[config.mk]
export PLATFORM = sky130hd
export DESIGN_NAME = uart_rx_framer
export DESIGN_NICKNAME = d
export VERILOG_FILES = /design/src/rtl/uart_rx_framer.sv
export SDC_FILE = /design/constraint.sdc
export NUM_CORES = 1
export LEC_CHECK = 0
export CORE_UTILIZATION = 49
export CTS_CLUSTER_SIZE = 12
export DETAILED_ROUTE_END_ITERATION = 10
export PLACE_DENSITY_LB_ADDON = 0.3
export SYNTH_ARGS = -nofsm -noshare
export SYNTH_HDL_FRONTEND = slang
export SYNTH_SLANG_ARGS = --single-unit
[constraint.sdc]
create_clock -name clock -period 1.7 [get_ports clock]
set_clock_uncertainty 0.05 [all_clocks]
set_input_delay 0.34 -clock clock [delete_from_list [all_inputs] [get_ports clock]]
set_output_delay 0.34 -clock clock [all_outputs]
set_load 0.02 [all_outputs]
[src/rtl/uart_rx_framer.sv]
// UART receive framer: oversampled start/data/parity/stop framing with a
// ready/valid output holding one word and an overrun pulse on a dropped frame.
module uart_rx_framer #(
    parameter int unsigned OVERSAMPLE = 16
) (
    input  logic       clock,
    input  logic       reset,
    input  logic       baud_tick,
    input  logic       rx,
    input  logic [1:0] no_of_bits,
    input  logic       parity_en,
    input  logic       parity_odd,
    input  logic       rx_ready,
    output logic [7:0] rx_data,
    output logic       rx_valid,
    output logic       parity_err,
    output logic       frame_err,
    output logic       overrun,
    output logic       busy
);

    localparam int unsigned CntW = $clog2(OVERSAMPLE);
    localparam logic [CntW-1:0] HalfLast = CntW'(OVERSAMPLE / 2 - 1);
    localparam logic [CntW-1:0] FullLast = CntW'(OVERSAMPLE - 1);

    typedef enum logic [2:0] {StIdle, StStart, StData, StParity, StStop} state_e;

    state_e          state_q, state_d;
    logic [CntW-1:0] cnt_q, cnt_d;
    logic [2:0]      bit_q, bit_d;
    logic [7:0]      shift_q, shift_d;
    logic [1:0]      nbits_q, nbits_d;
    logic            pen_q, pen_d;
    logic            podd_q, podd_d;
    logic            perr_q, perr_d;
    logic            rx_meta_q, rx_s_q;
    logic [7:0]      rx_data_q, rx_data_d;
    logic            rx_valid_q, rx_valid_d;
    logic            parity_err_q, parity_err_d;
    logic            frame_err_q, frame_err_d;
    logic            overrun_q, overrun_d;
    logic            mid_bit;

    assign mid_bit = baud_tick && (cnt_q == FullLast);

    always_comb begin
        state_d      = state_q;
        cnt_d        = cnt_q;
        bit_d        = bit_q;
        shift_d      = shift_q;
        nbits_d      = nbits_q;
        pen_d        = pen_q;
        podd_d       = podd_q;
        perr_d       = perr_q;
        rx_data_d    = rx_data_q;
        rx_valid_d   = rx_valid_q;
        parity_err_d = parity_err_q;
        frame_err_d  = frame_err_q;
        overrun_d    = 1'b0;

        if (rx_valid_q && rx_ready) begin
            rx_valid_d = 1'b0;
        end

        unique case (state_q)
            StIdle: begin
                if (baud_tick && !rx_s_q) begin
                    state_d = StStart;
                    cnt_d   = '0;
                end
            end
            StStart: begin
                if (baud_tick) begin
                    if (cnt_q == HalfLast) begin
                        if (rx_s_q) begin
                            state_d = StIdle;
                        end else begin
                            // Start bit confirmed mid-bit: freeze the frame format here.
                            state_d = StData;
                            cnt_d   = '0;
                            bit_d   = '0;
                            shift_d = '0;
                            perr_d  = 1'b0;
                            nbits_d = no_of_bits;
                            pen_d   = parity_en;
                            podd_d  = parity_odd;
                        end
                    end else begin
                        cnt_d = cnt_q + CntW'(1);
                    end
                end
            end
            StData: begin
                if (mid_bit) begin
                    cnt_d          = '0;
                    shift_d[bit_q] = rx_s_q;
                    bit_d          = bit_q + 3'd1;
                    if (bit_q == ({1'b0, nbits_q} + 3'd4)) begin
                        state_d = pen_q ? StParity : StStop;
                    end
                end else if (baud_tick) begin
                    cnt_d = cnt_q + CntW'(1);
                end
            end
            StParity: begin
                if (mid_bit) begin
                    cnt_d   = '0;
                    perr_d  = ((^shift_q) ^ rx_s_q) != podd_q;
                    state_d = StStop;
                end else if (baud_tick) begin
                    cnt_d = cnt_q + CntW'(1);
                end
            end
            StStop: begin
                if (mid_bit) begin
                    cnt_d   = '0;
                    state_d = StIdle;
                    if (!rx_valid_q || rx_ready) begin
                        rx_data_d    = shift_q;
                        parity_err_d = perr_q;
                        frame_err_d  = !rx_s_q;
                        rx_valid_d   = 1'b1;
                    end else begin
                        overrun_d = 1'b1;
                    end
                end else if (baud_tick) begin
                    cnt_d = cnt_q + CntW'(1);
                end
            end
            default: begin
                state_d = StIdle;
                cnt_d   = '0;
            end
        endcase
    end

    always_ff @(posedge clock) begin
        if (!reset) begin
            state_q      <= StIdle;
            cnt_q        <= '0;
            bit_q        <= '0;
            shift_q      <= '0;
            nbits_q      <= '0;
            pen_q        <= 1'b0;
            podd_q       <= 1'b0;
            perr_q       <= 1'b0;
            rx_meta_q    <= 1'b1;
            rx_s_q       <= 1'b1;
            rx_data_q    <= '0;
            rx_valid_q   <= 1'b0;
            parity_err_q <= 1'b0;
            frame_err_q  <= 1'b0;
            overrun_q    <= 1'b0;
        end else begin
            state_q      <= state_d;
            cnt_q        <= cnt_d;
            bit_q        <= bit_d;
            shift_q      <= shift_d;
            nbits_q      <= nbits_d;
            pen_q        <= pen_d;
            podd_q       <= podd_d;
            perr_q       <= perr_d;
            rx_meta_q    <= rx;
            rx_s_q       <= rx_meta_q;
            rx_data_q    <= rx_data_d;
            rx_valid_q   <= rx_valid_d;
            parity_err_q <= parity_err_d;
            frame_err_q  <= frame_err_d;
            overrun_q    <= overrun_d;
        end
    end

    assign rx_data    = rx_data_q;
    assign rx_valid   = rx_valid_q;
    assign parity_err = parity_err_q;
    assign frame_err  = frame_err_q;
    assign overrun    = overrun_q;
    assign busy       = (state_q != StIdle);

endmodule

== Word level (Yosys, flattened, before mapping) ==
Index checks and enable logic that the tools add are counted.

* Reduce and logical (&&, ||, !) cells: 20
* $add $sub $neg: 3
* Order comparisons: 2
* Muxes and demuxes: 40
* Eq/ne operators: 18
* Bitwise gates (word level): 2

{| class="wikitable"
|+ Operators by type and width
! kind !! number
|-
| $mux 3 || 12
|-
| $mux 8 || 4
|-
| $mux 4 || 6
|-
| $ne 2x2->1 const B || 8
|-
| $pmux 8 s2 || 1
|-
| $pmux 3 s5 || 1
|-
| $pmux 4 s3 || 1
|-
| $mux 1 || 10
|-
| $reduce_and 5->1 || 2
|-
| $bwmux 8 || 1
|-
| $reduce_and 4->1 || 2
|-
| $reduce_xor 8->1 || 1
|-
| $reduce_and 7->1 || 1
|-
| $eq 3x2->1 const B || 2
|-
| $pmux 3 s2 || 1
|-
| $reduce_and 3->1 || 2
|-
| $add 4x1->4 const B || 1
|-
| $eq 4x3->1 const B || 1
|-
| $eq 4x4->1 const B || 1
|-
| $logic_and 1x1->1 || 4
|-
| $lt 3x4->1 const B || 1
|-
| $reduce_bool 2->1 || 2
|-
| $add 2x3->3 const B || 1
|-
| $add 3x1->3 const B || 1
|-
| 17 further kinds || 18
|}

* Output and inout bits: 13
* Bits in registers: 37
* Input port bits: 9
* Logic and storage cells: 100

== Logic depth before layout (Yosys ltp) ==
Gate-level depths: netlist (run 1).

* Depth in word-level cells: 7
* Mapped depth: 7
* Depth with buffers taken out: 6

== Worst setup path before layout (run 1) ==
Ideal clock, no wire load.

* Path kind: register -> register
* From: register cnt_q[0]
* To: register shift_q[4]
* Setup time: 0.075 ns
* Cell stages (with the launch flop): 8
* Slack: -0.117 ns
* Data arrival time: 1.692 ns
* Required time: 1.575 ns
* Cell sequence: dfxtp_1 ha_1 nand4b_1 nor3b_2 buf_6 o21bai_2 nor3b_2 mux2i_1

* Word-level cells in the longest chain between the ends: 4
* Elaborated cells between the ends (all ways): 6
* Classes of those cells: eq/ne (4); reduce/logical (2)

{| class="wikitable"
|+ RTL lines
! what !! line !! source
|-
| start, declared || 29 || <nowiki>logic [CntW-1:0] cnt_q, cnt_d;</nowiki>
|-
| start signal, assigned || 156 || <nowiki>cnt_q <= cnt_d;</nowiki>
|-
| $eq 4x4->1 || 44 || <nowiki>assign mid_bit = baud_tick && (cnt_q == FullLast);</nowiki>
|-
| $logic_and 1x1->1 || 44 ||
|-
| $ne 2x2->1 (no source line) || -- ||
|-
| $reduce_and 5->1 (no source line) * || -- ||
|-
| end signal, assigned || 158 || <nowiki>shift_q <= shift_d;</nowiki>
|-
| end, declared || 31 || <nowiki>logic [7:0] shift_q, shift_d;</nowiki>
|}

Mark *: on every way between the ends. The rest lies on a longest branch, timed or not.
A chain may end at the register's enable or synchronous reset.

== Worst setup path in the final report (run 1) ==
Same ends and word-level chain as after synthesis.

==> results of run 1 <==
==> layer usage <==
metal / global-route usage [%] / part of all wire [%] / wire (µm) / up-vias
li1: - / - / - / 799
met1: 25.9 / 44 / 1960 / 774
met2: 38.8 / 49 / 2170 / 41
met3: 5.80 / 4.4 / 196 / 10
met4: 10.2 / 2.2 / 96 / 0
met5: 0 / 0 / 0 / -
==> cell families after synthesis <==
| logic type | Yosys count | synth area share [%] |
|---|---|---|
| adders and majority gates | 2 | 1.37 |
| and+or+nand+nor | 81 | 25.0 |
| xor gates and xnor gates | 12 | 5.74 |
| muxes | 23 | 12.6 |
| AOI/OAI and AO/OA | 28 | 11.7 |
| DFF | 37 | 40.4 |
| buffers and inverters | 12 | 3.14 |
==> layout make-up <==
| class | count | area, µm² |
|---|---|---|
| Clock buffer | 5 | 68.8 |
| Clock inverter | 3 | 17.5 |
| Fill cell | 246 | 870 |
| Inverter | 2 | 7.51 |
| Multi-Input combinational cell | 146 | 1150 |
| Sequential cell | 37 | 754 |
| Tap cell | 46 | 57.6 |
| Timing Repair Buffer | 61 | 546 |
==> power groups by stage <==
stage / sequential, µW / combinational [µW] / clock, µW
2_1_floorplan: 892 / 55.5 / 0
3_3_place_gp: 897 / 99.5 / 0
3_5_place_dp: 897 / 102 / 0
4_1_cts: 877 / 104 / 613
5_1_grt: 876 / 122 / 655
6_report: 876 / 115 / 604
==> worst paths after layout <==
| kind | endpoint | slack, ns | from |
|---|---|---|---|
| hold reg to reg | rx_s_q | 0.39 | rx_meta_q |
| hold / removal | rx_s_q | 0.39 | rx_meta_q |
| setup / recovery | shift_q[4] | -0.08 | cnt_q[0] |
| setup reg to reg | shift_q[4] | -0.08 | cnt_q[0] |
==> sequential cells by signal, indices dropped and copies added, names as in the netlist <==
signal	cells
rx_s_q	1
bit_q	3
frame_err	1
pen_q	1
shift_q	8
state_q	3
rx_meta_q	1
rx_data	8
perr_q	1
cnt_q	4
rx_valid	1
overrun	1
nbits_q	2
podd_q	1
parity_err	1
==> cell usage in the layout (no fill, tap or decap), types with 2 or more instances in the layout <==
| master | instances |
|---|---|
| or3_1 | 2 |
| o21ai_0 | 2 |
| buf_12 | 2 |
| nand3_1 | 4 |
| clkinv_2 | 2 |
| nand2_1 | 14 |
| nor2b_1 | 3 |
| o211ai_1 | 4 |
| buf_6 | 3 |
| mux2i_1 | 23 |
| clkdlybuf4s50_1 | 17 |
| xnor2_1 | 11 |
| a211oi_2 | 2 |
| dfxtp_2 | 5 |
| nor3b_1 | 2 |
| a21oi_2 | 2 |
| o31ai_1 | 2 |
| o21ai_1 | 3 |
| nor3_1 | 4 |
| nor2_1 | 22 |
| buf_4 | 35 |
| dfxtp_1 | 30 |
| clkbuf_8 | 5 |
| nand2b_1 | 6 |
| dfxtp_4 | 2 |
| a21oi_1 | 4 |
| a31oi_1 | 2 |
| nor3_4 | 2 |
| nand2_2 | 2 |
| nor3b_2 | 6 |
| dlymetal6s2s_1 | 2 |
==> worst register-to-register path, cell delays in order (launching register included) <==
cell	delay (ns)
dfxtp_2	0.36
ha_4	0.16
nand4b_1	0.19
nor3b_4	0.31
o21bai_2	0.18
nor3b_2	0.25
mux2i_1	0.20
==> through the flow <==
stage                     hold slack, ns  utilization (%)  setup WS [ns]
after CTS                          0.404             70.0        -0.0671
after detailed placement           0.368             66.4         -0.464
after global routing               0.407             74.9         -0.149
final                              0.387             74.9        -0.0785
after floorplan                    0.336                -        0.00829
after global placement             0.345             66.4         -0.403
==> timing repair <==
item	4_1_cts	5_1_grt
endpoints found under the hold margin	0	0
endpoints found under the setup margin	29	36
hold buffers	0	0
gates resized for setup	13	34
cloned	0	1
pin swaps	3	17
buffers inserted	2	5
==> flow_metrics.env, run 1 <==
export IMPL_status="complete, but fails checks"
export IMPL_violations="setup timing"
export IMPL_drive_gt1_share_pct=33.9
export IMPL_crit_family="simple AND/OR/NAND/NOR gates"
export IMPL_p_leak_uw=0.00104
export IMPL_setup_violations=9
export IMPL_layout_setup_ws_ns=-0.0785
export IMPL_drv_cap=0
export IMPL_synth_async_reset_ratio_pct=0
export IMPL_nNetsFinal=264
export IMPL_ys_seq_area_share_pct=40.4
export IMPL_grt_antenna_before_repair=0
export IMPL_synthCells=195
export IMPL_die_area_um2=3990
export IMPL_dieWidth_um=63.1
export IMPL_peakVddDrop_mv=0.602
export IMPL_hold_path_cell_count=1
export IMPL_grt_pass1_wl_um=7010
export IMPL_worst_setup_path_end_kind="flip-flop"
export IMPL_die_y_um=63.1
export IMPL_worstPathArrival_ns=1.95
export IMPL_start_util_pct=52.8
export IMPL_yosys_top_cells_count="37 x dfxtp_1, 24 x nor2_1, 23 x mux2i_1"
export IMPL_max_slew_margin_rel_pct=74.7
export IMPL_root_buffer="clkbuf_8"
export IMPL_synth_top_cell_area_share_pct=40.4
export IMPL_cts_tree="built"
export IMPL_period_share_pct=105
export IMPL_hold_viol=0
export IMPL_fin_cells=300
export IMPL_first_iter_violations=65
export IMPL_wl_um=4420
export IMPL_path_cells="ha_4 -> nand4b_1 -> nor3b_4 -> o21bai_2 -> nor3b_2 -> mux2i_1"
export IMPL_cp_slowest_stage_delay_ns=0.36
export IMPL_syn_num_nets=206
export IMPL_fin_tns_setup_ns=-0.349
export IMPL_p_total_uw=1590
export IMPL_critPathRequiredTime_ns=1.87
export IMPL_synth_edf_count=0
export IMPL_power_density_nw_per_um2=613
export IMPL_synthTopCellsByArea="dfxtp_1 40%, mux2i_1 13%, xnor2_1 5.3%"
export IMPL_syn_area_um2=1830
export IMPL_cts_sinks=37
export IMPL_max_slew_worst_pin_slew_ns=0.380
export IMPL_fin_area_um2=2600
export IMPL_ys_seq_elements=37
export IMPL_fmax_mhz=562
export IMPL_cp_buffers_inverters=0
export IMPL_overflow=0
export IMPL_area_delta_synth_final_pct=41.9
export IMPL_switchingPower_uw=385
export IMPL_wl_per_cell_um=14.7
export IMPL_numPortBuffers=21
export IMPL_min_path_type="flip-flop to flip-flop"
export IMPL_drc=0
export IMPL_ys_types=41
export IMPL_hpwlAfterDp_um=3070
export IMPL_dpl_cell_count=284
export IMPL_vias=1624
export IMPL_clk_pin_slew_ns=0.08
export IMPL_path_max_fanout=5
export IMPL_r2r_cells=6
export IMPL_htree_num_levels=2
export IMPL_drtPass1Iterations=4
export IMPL_finalMaxSlewViolations=0
export IMPL_rows=21
export IMPL_avgSynthCellArea_um2=9.39
export IMPL_clk_path_buf_depth=2
export IMPL_cts_buffers=5
export IMPL_swShare_pct=24.2
export IMPL_synth_most_common_cell="dfxtp_1"
export IMPL_antenna_cells=0
export IMPL_clk_latency_ns=0.29
export IMPL_comb_power_share_pct=7.2
export IMPL_grt_pass1_vias=1587
export IMPL_fin_crit_ns=1.78
export IMPL_grt_max_degree=25
export IMPL_p_seq_share_pct=54.9
export IMPL_power_frac_clock_pct=37.9
export IMPL_crit_type="flip-flop to flip-flop"
export IMPL_viasPerCell=5.41
export IMPL_rsz0062_at_grt="yes"
export IMPL_cp_start_kind="flip-flop"
export IMPL_grt_use_total_pct=22.5
export IMPL_p_int_uw=1210
export IMPL_core_um2=3470
export IMPL_ys_warn_count=0
export IMPL_io_pins=22
export IMPL_synth_top_area_cell="dfxtp_1"
export IMPL_gp_congestion=0.810
export IMPL_placed_cell_area_um2=2300
export IMPL_synth_flop_cell="dfxtp_1"
export IMPL_slowest_stage="dfxtp_2"
export IMPL_crit_cells=6
export IMPL_postRouteAntennaNets=0
No activity file was read; power rests on OpenSTA's default activity.
==> run 2, diff against run 1 <==
CORE_ASPECT_RATIO = 0.8   (was unset)
==> flow_metrics.env, run 2 (synthesis results as in run 1) <==
export IMPL_wl_met3_um=337
export IMPL_layout_common_cells="32 x dfxtp_1, 25 x buf_4, 23 x nor2_1"
export IMPL_pre_cts_ws_ns=-0.461
export IMPL_fin_util_pct=74.3
export IMPL_grt_antenna_before_repair=0
export IMPL_area_delta_synth_final_pct=41.7
export IMPL_io_pins=22
export IMPL_grt_use_total_pct=22.2
export IMPL_vias=1709
export IMPL_start_util_pct=52.4
export IMPL_critPathRequiredTime_ns=1.83
export IMPL_clk_latency_ns=0.29
export IMPL_rrSetupSlack_ns=-0.14
export IMPL_hold_viol=0
export IMPL_path_max_fanout=4
export IMPL_antenna_cells=0
export IMPL_drv_cap=0
export IMPL_die_y_um=56.7
export IMPL_p_total_uw=1590
export IMPL_status="complete, but fails checks"
export IMPL_grt_pass1_vias=1521
export IMPL_htree_num_levels=2
export IMPL_root_buffer="clkbuf_8"
export IMPL_p_int_uw=1220
export IMPL_power_density_nw_per_um2=612
export IMPL_wl_per_cell_um=16.5
export IMPL_swShare_pct=23.5
export IMPL_worst_hold_slack_ns=0.360
export IMPL_cp_start_kind="flip-flop"
export IMPL_period_share_pct=108
export IMPL_first_iter_violations=107
export IMPL_comb_power_share_pct=7.7
export IMPL_drive_gt1_share_pct=32.1
export IMPL_max_slew_margin_rel_pct=67.8
export IMPL_placed_cell_area_um2=2260
export IMPL_wl_um=4860
export IMPL_top_layer_used="met4"
export IMPL_layout_setup_ws_ns=-0.143
export IMPL_clk_pin_slew_ns=0.08
export IMPL_hpwlAfterDp_um=2910
export IMPL_peakVddDrop_mv=0.636
export IMPL_wl_met1_um=2060
export IMPL_cts_sinks=37
export IMPL_grt_max_degree=25
export IMPL_rows=19
export IMPL_cts_tree="built"
export IMPL_nNetsFinal=262
export IMPL_dieWidth_um=70.4
export IMPL_drtPass1Iterations=4
export IMPL_die_area_um2=3990
export IMPL_setup_violations=17
export IMPL_route_met2_wl_um=2390
export IMPL_p_leak_uw=0.00100
export IMPL_crit_type="flip-flop to flip-flop"
export IMPL_violations="setup timing"
export IMPL_rsz0062_at_grt="yes"
export IMPL_worstPathArrival_ns=1.97
export IMPL_finalMaxSlewViolations=0
export IMPL_gp_congestion=0.938
export IMPL_postRouteAntennaNets=0
export IMPL_layout_commonest_cell="dfxtp_1"
export IMPL_numPortBuffers=21
export IMPL_fin_crit_ns=1.84
export IMPL_clk_path_buf_depth=2
export IMPL_fmax_mhz=543
export IMPL_power_frac_clock_pct=37.1
export IMPL_max_slew_worst_pin_slew_ns=0.483
export IMPL_worst_setup_path_end_kind="flip-flop"
export IMPL_cts_buffers=5
export IMPL_p_seq_share_pct=55.2
export IMPL_grt_pass1_wl_um=6860
export IMPL_core_um2=3490
export IMPL_fin_area_um2=2590
export IMPL_viasPerCell=5.81
export IMPL_min_path_type="flip-flop to flip-flop"
export IMPL_drc=0
export IMPL_cts_hold_buf=0
export IMPL_overflow=0
export IMPL_switchingPower_uw=373
[run 2: changes by cell type in the layout (fill, tap and decap cells not counted), sizes merged]
cell	change
buf	-3
clkbuf	+1
clkdlybuf4s15	+1
clkdlybuf4s50	+2
clkinvlp	-1
dlymetal6s2s	-2
[run 2: final timing paths]
kind | from | endpoint | cells past startpoint
min | rx_meta_q | rx_s_q | 1
max | cnt_q[1] | shift_q[1] | 7
min reg2reg | rx_meta_q | rx_s_q | 1
max reg2reg | cnt_q[1] | shift_q[1] | 7
[run 2: layer usage]
layer | vias up | global-route usage (%)
met3 | 11 | 5.21
li1 | 794 | -
met4 | 0 | 7.71
met5 | - | 0
met2 | 66 | 37.0
met1 | 838 | 28.0
[run 2: cell type report]
type | count | area [µm²]
clock inverters | 2 | 10.0
multi-input cells | 146 | 1160
inverters | 2 | 7.51
clock buffers | 6 | 72.6
well taps | 42 | 52.6
flip-flops and latches | 37 | 747
repair buffers | 59 | 544
fillers | 218 | 900
[run 2: what timing repair did]
action                     CTS  global route
gates resized for setup     17            32
cloned                       0             1
buffers inserted             2             8
pin swaps                    7            18
setup endpoints to repair   27            34
[run 2: power groups by stage]
stage	Clock (µW)	Sequential [µW]	Combinational [µW]
final	589	877	123
after global routing	636	877	130
after CTS	603	876	108
after detailed placement	0	895	100
after global placement	0	895	98.6
after floorplan	0	892	55.5
[run 2: metrics by stage]
step | std cells | setup TNS, ns
CTS | 285 | -0.533
global placement | 275 | -8.45
finish | 294 | -0.702
floorplan | 195 | 0
global route | 294 | -2.56
detailed placement | 275 | -9.77
[run 2: worst max-delay path, cell delays in order, from the launching register on]
cell and delay [ns]:
dfxtp_2 0.35, ha_4 0.16, nand4b_1 0.18, nor3b_4 0.28
buf_6 0.16, o21ai_4 0.08, or3_4 0.35, mux2i_1 0.12
==> run 3, diff against run 2 <==
SKIP_CTS_REPAIR_TIMING = 1   (was unset)
==> flow_metrics.env, run 3 (synthesis results as in run 1) <==
export IMPL_worstPathArrival_ns=1.97
export IMPL_viasPerCell=5.62
export IMPL_die_y_um=56.7
export IMPL_rows=19
export IMPL_comb_power_share_pct=7.4
export IMPL_wl_um=4270
export IMPL_violations="setup timing"
export IMPL_hpwlAfterDp_um=2910
export IMPL_rsz0062_at_grt="yes"
export IMPL_antenna_cells=0
export IMPL_drtPass1Iterations=5
export IMPL_power_density_nw_per_um2=635
export IMPL_postRouteAntennaNets=0
export IMPL_clk_latency_ns=0.29
export IMPL_power_frac_clock_pct=37.0
export IMPL_p_leak_uw=0.000995
export IMPL_overflow=0
export IMPL_core_um2=3490
export IMPL_layout_common_cells="33 x dfxtp_1, 27 x buf_4, 24 x nor2_1"
export IMPL_first_iter_violations=70
export IMPL_die_area_um2=3990
export IMPL_htree_num_levels=2
export IMPL_fin_crit_ns=1.84
export IMPL_min_path_type="flip-flop to flip-flop"
export IMPL_cp_start_kind="flip-flop"
export IMPL_p_int_uw=1220
export IMPL_wl_per_cell_um=14.8
export IMPL_peakVddDrop_mv=0.620
export IMPL_grt_pass1_wl_um=6620
export IMPL_max_slew_margin_rel_pct=67.2
export IMPL_fin_area_um2=2490
export IMPL_crit_family="simple AND/OR/NAND/NOR gates"
export IMPL_cp_slowest_stage_delay_ns=0.40
export IMPL_vias=1625
export IMPL_clk_path_buf_depth=2
export IMPL_finalMaxSlewViolations=0
export IMPL_worst_setup_path_end_kind="flip-flop"
export IMPL_hold_viol=0
export IMPL_period_share_pct=108
export IMPL_grt_max_degree=25
export IMPL_slowest_stage="or3_4"
export IMPL_io_pins=22
export IMPL_setup_violations=15
export IMPL_status="complete, but fails checks"
export IMPL_cts_buffers=5
export IMPL_dieWidth_um=70.4
export IMPL_cp_buffers_inverters=1
export IMPL_drv_cap=0
export IMPL_nFillCells=249
export IMPL_path_cells="nand2b_1 -> buf_4 -> nor3_4 -> o21ai_2 -> or3_4 -> mux2i_1"
export IMPL_swShare_pct=23.1
export IMPL_area_delta_synth_final_pct=35.7
export IMPL_placed_cell_area_um2=2260
export IMPL_grt_antenna_before_repair=0
export IMPL_max_slew_worst_pin_slew_ns=0.491
export IMPL_grt_use_total_pct=21.3
export IMPL_drive_gt1_share_pct=25.9
export IMPL_fmax_mhz=543
export IMPL_cts_sinks=37
export IMPL_switchingPower_uw=364
export IMPL_grt_pass1_vias=1503
export IMPL_worst_hold_slack_ns=0.361
export IMPL_crit_type="flip-flop to flip-flop"
export IMPL_drc=0
export IMPL_layout_setup_ws_ns=-0.142
export IMPL_cts_tree="built"
export IMPL_layout_commonest_cell="dfxtp_1"
export IMPL_path_max_fanout=7
export IMPL_numPortBuffers=21
export IMPL_p_seq_share_pct=55.5
export IMPL_critPathRequiredTime_ns=1.83
export IMPL_nNetsFinal=257
export IMPL_gp_congestion=0.938
export IMPL_clk_pin_slew_ns=0.08
export IMPL_start_util_pct=52.4
export IMPL_root_buffer="clkbuf_8"
run 3: cell count changes in the layout (fill, tap and decap cells not counted), moves of 2 or more:
cell	delta
buf_6	-7
nor3b_2	-3
buf_4	+2
dlymetal6s2s_1	+2
nand3_1	+2
nor3b_1	+2
run 3: metrics by stage:
stage	instances	TNS, ns	power, µW	setup slack [ns]	util (%)
after floorplan	195	0	947	0.00829	-
after global placement	275	-8.45	994	-0.372	64.7
after detailed placement	275	-9.77	996	-0.461	64.7
after CTS	283	-2.18	1580	-0.328	67.1
after global routing	289	-2.89	1630	-0.214	71.1
final	289	-1.18	1580	-0.142	71.1
run 3: path summary, 6_finish.rpt:
kind | start | endpoint | slack (ns) | cells after the start
setup / recovery | state_q[2] | shift_q[1] | -0.14 | 6
hold / removal | rx_meta_q | rx_s_q | 0.36 | 1
setup reg to reg | state_q[2] | shift_q[1] | -0.14 | 6
hold reg to reg | rx_meta_q | rx_s_q | 0.36 | 1
run 3: area by class of cell:
class	count	area, µm²	area share, %
multi-input cells	146	1110	44.7
flip-flops and latches	37	746	30.0
repair buffers	54	485	19.5
clock buffers	6	72.6	2.92
well taps	42	52.6	2.11
clock inverters	2	10.0	0.403
inverters	2	7.51	0.302
run 3: power by group through the flow:
| stage | clock network [µW] | logic, µW | registers, µW |
|---|---|---|---|
| detailed placement | 0 | 100 | 895 |
| floorplan | 0 | 55.5 | 892 |
| global route | 632 | 126 | 877 |
| CTS | 603 | 100 | 875 |
| finish | 585 | 117 | 877 |
| global placement | 0 | 98.6 | 895 |
run 3: routing by layer:
layer	up-vias	share of wire [%]	GRT usage [%]
li1	791	-	-
met3	6	6.0	5.92
met2	61	49	34.7
met1	767	43	26.3
met5	-	0	0
met4	0	1.2	8.86
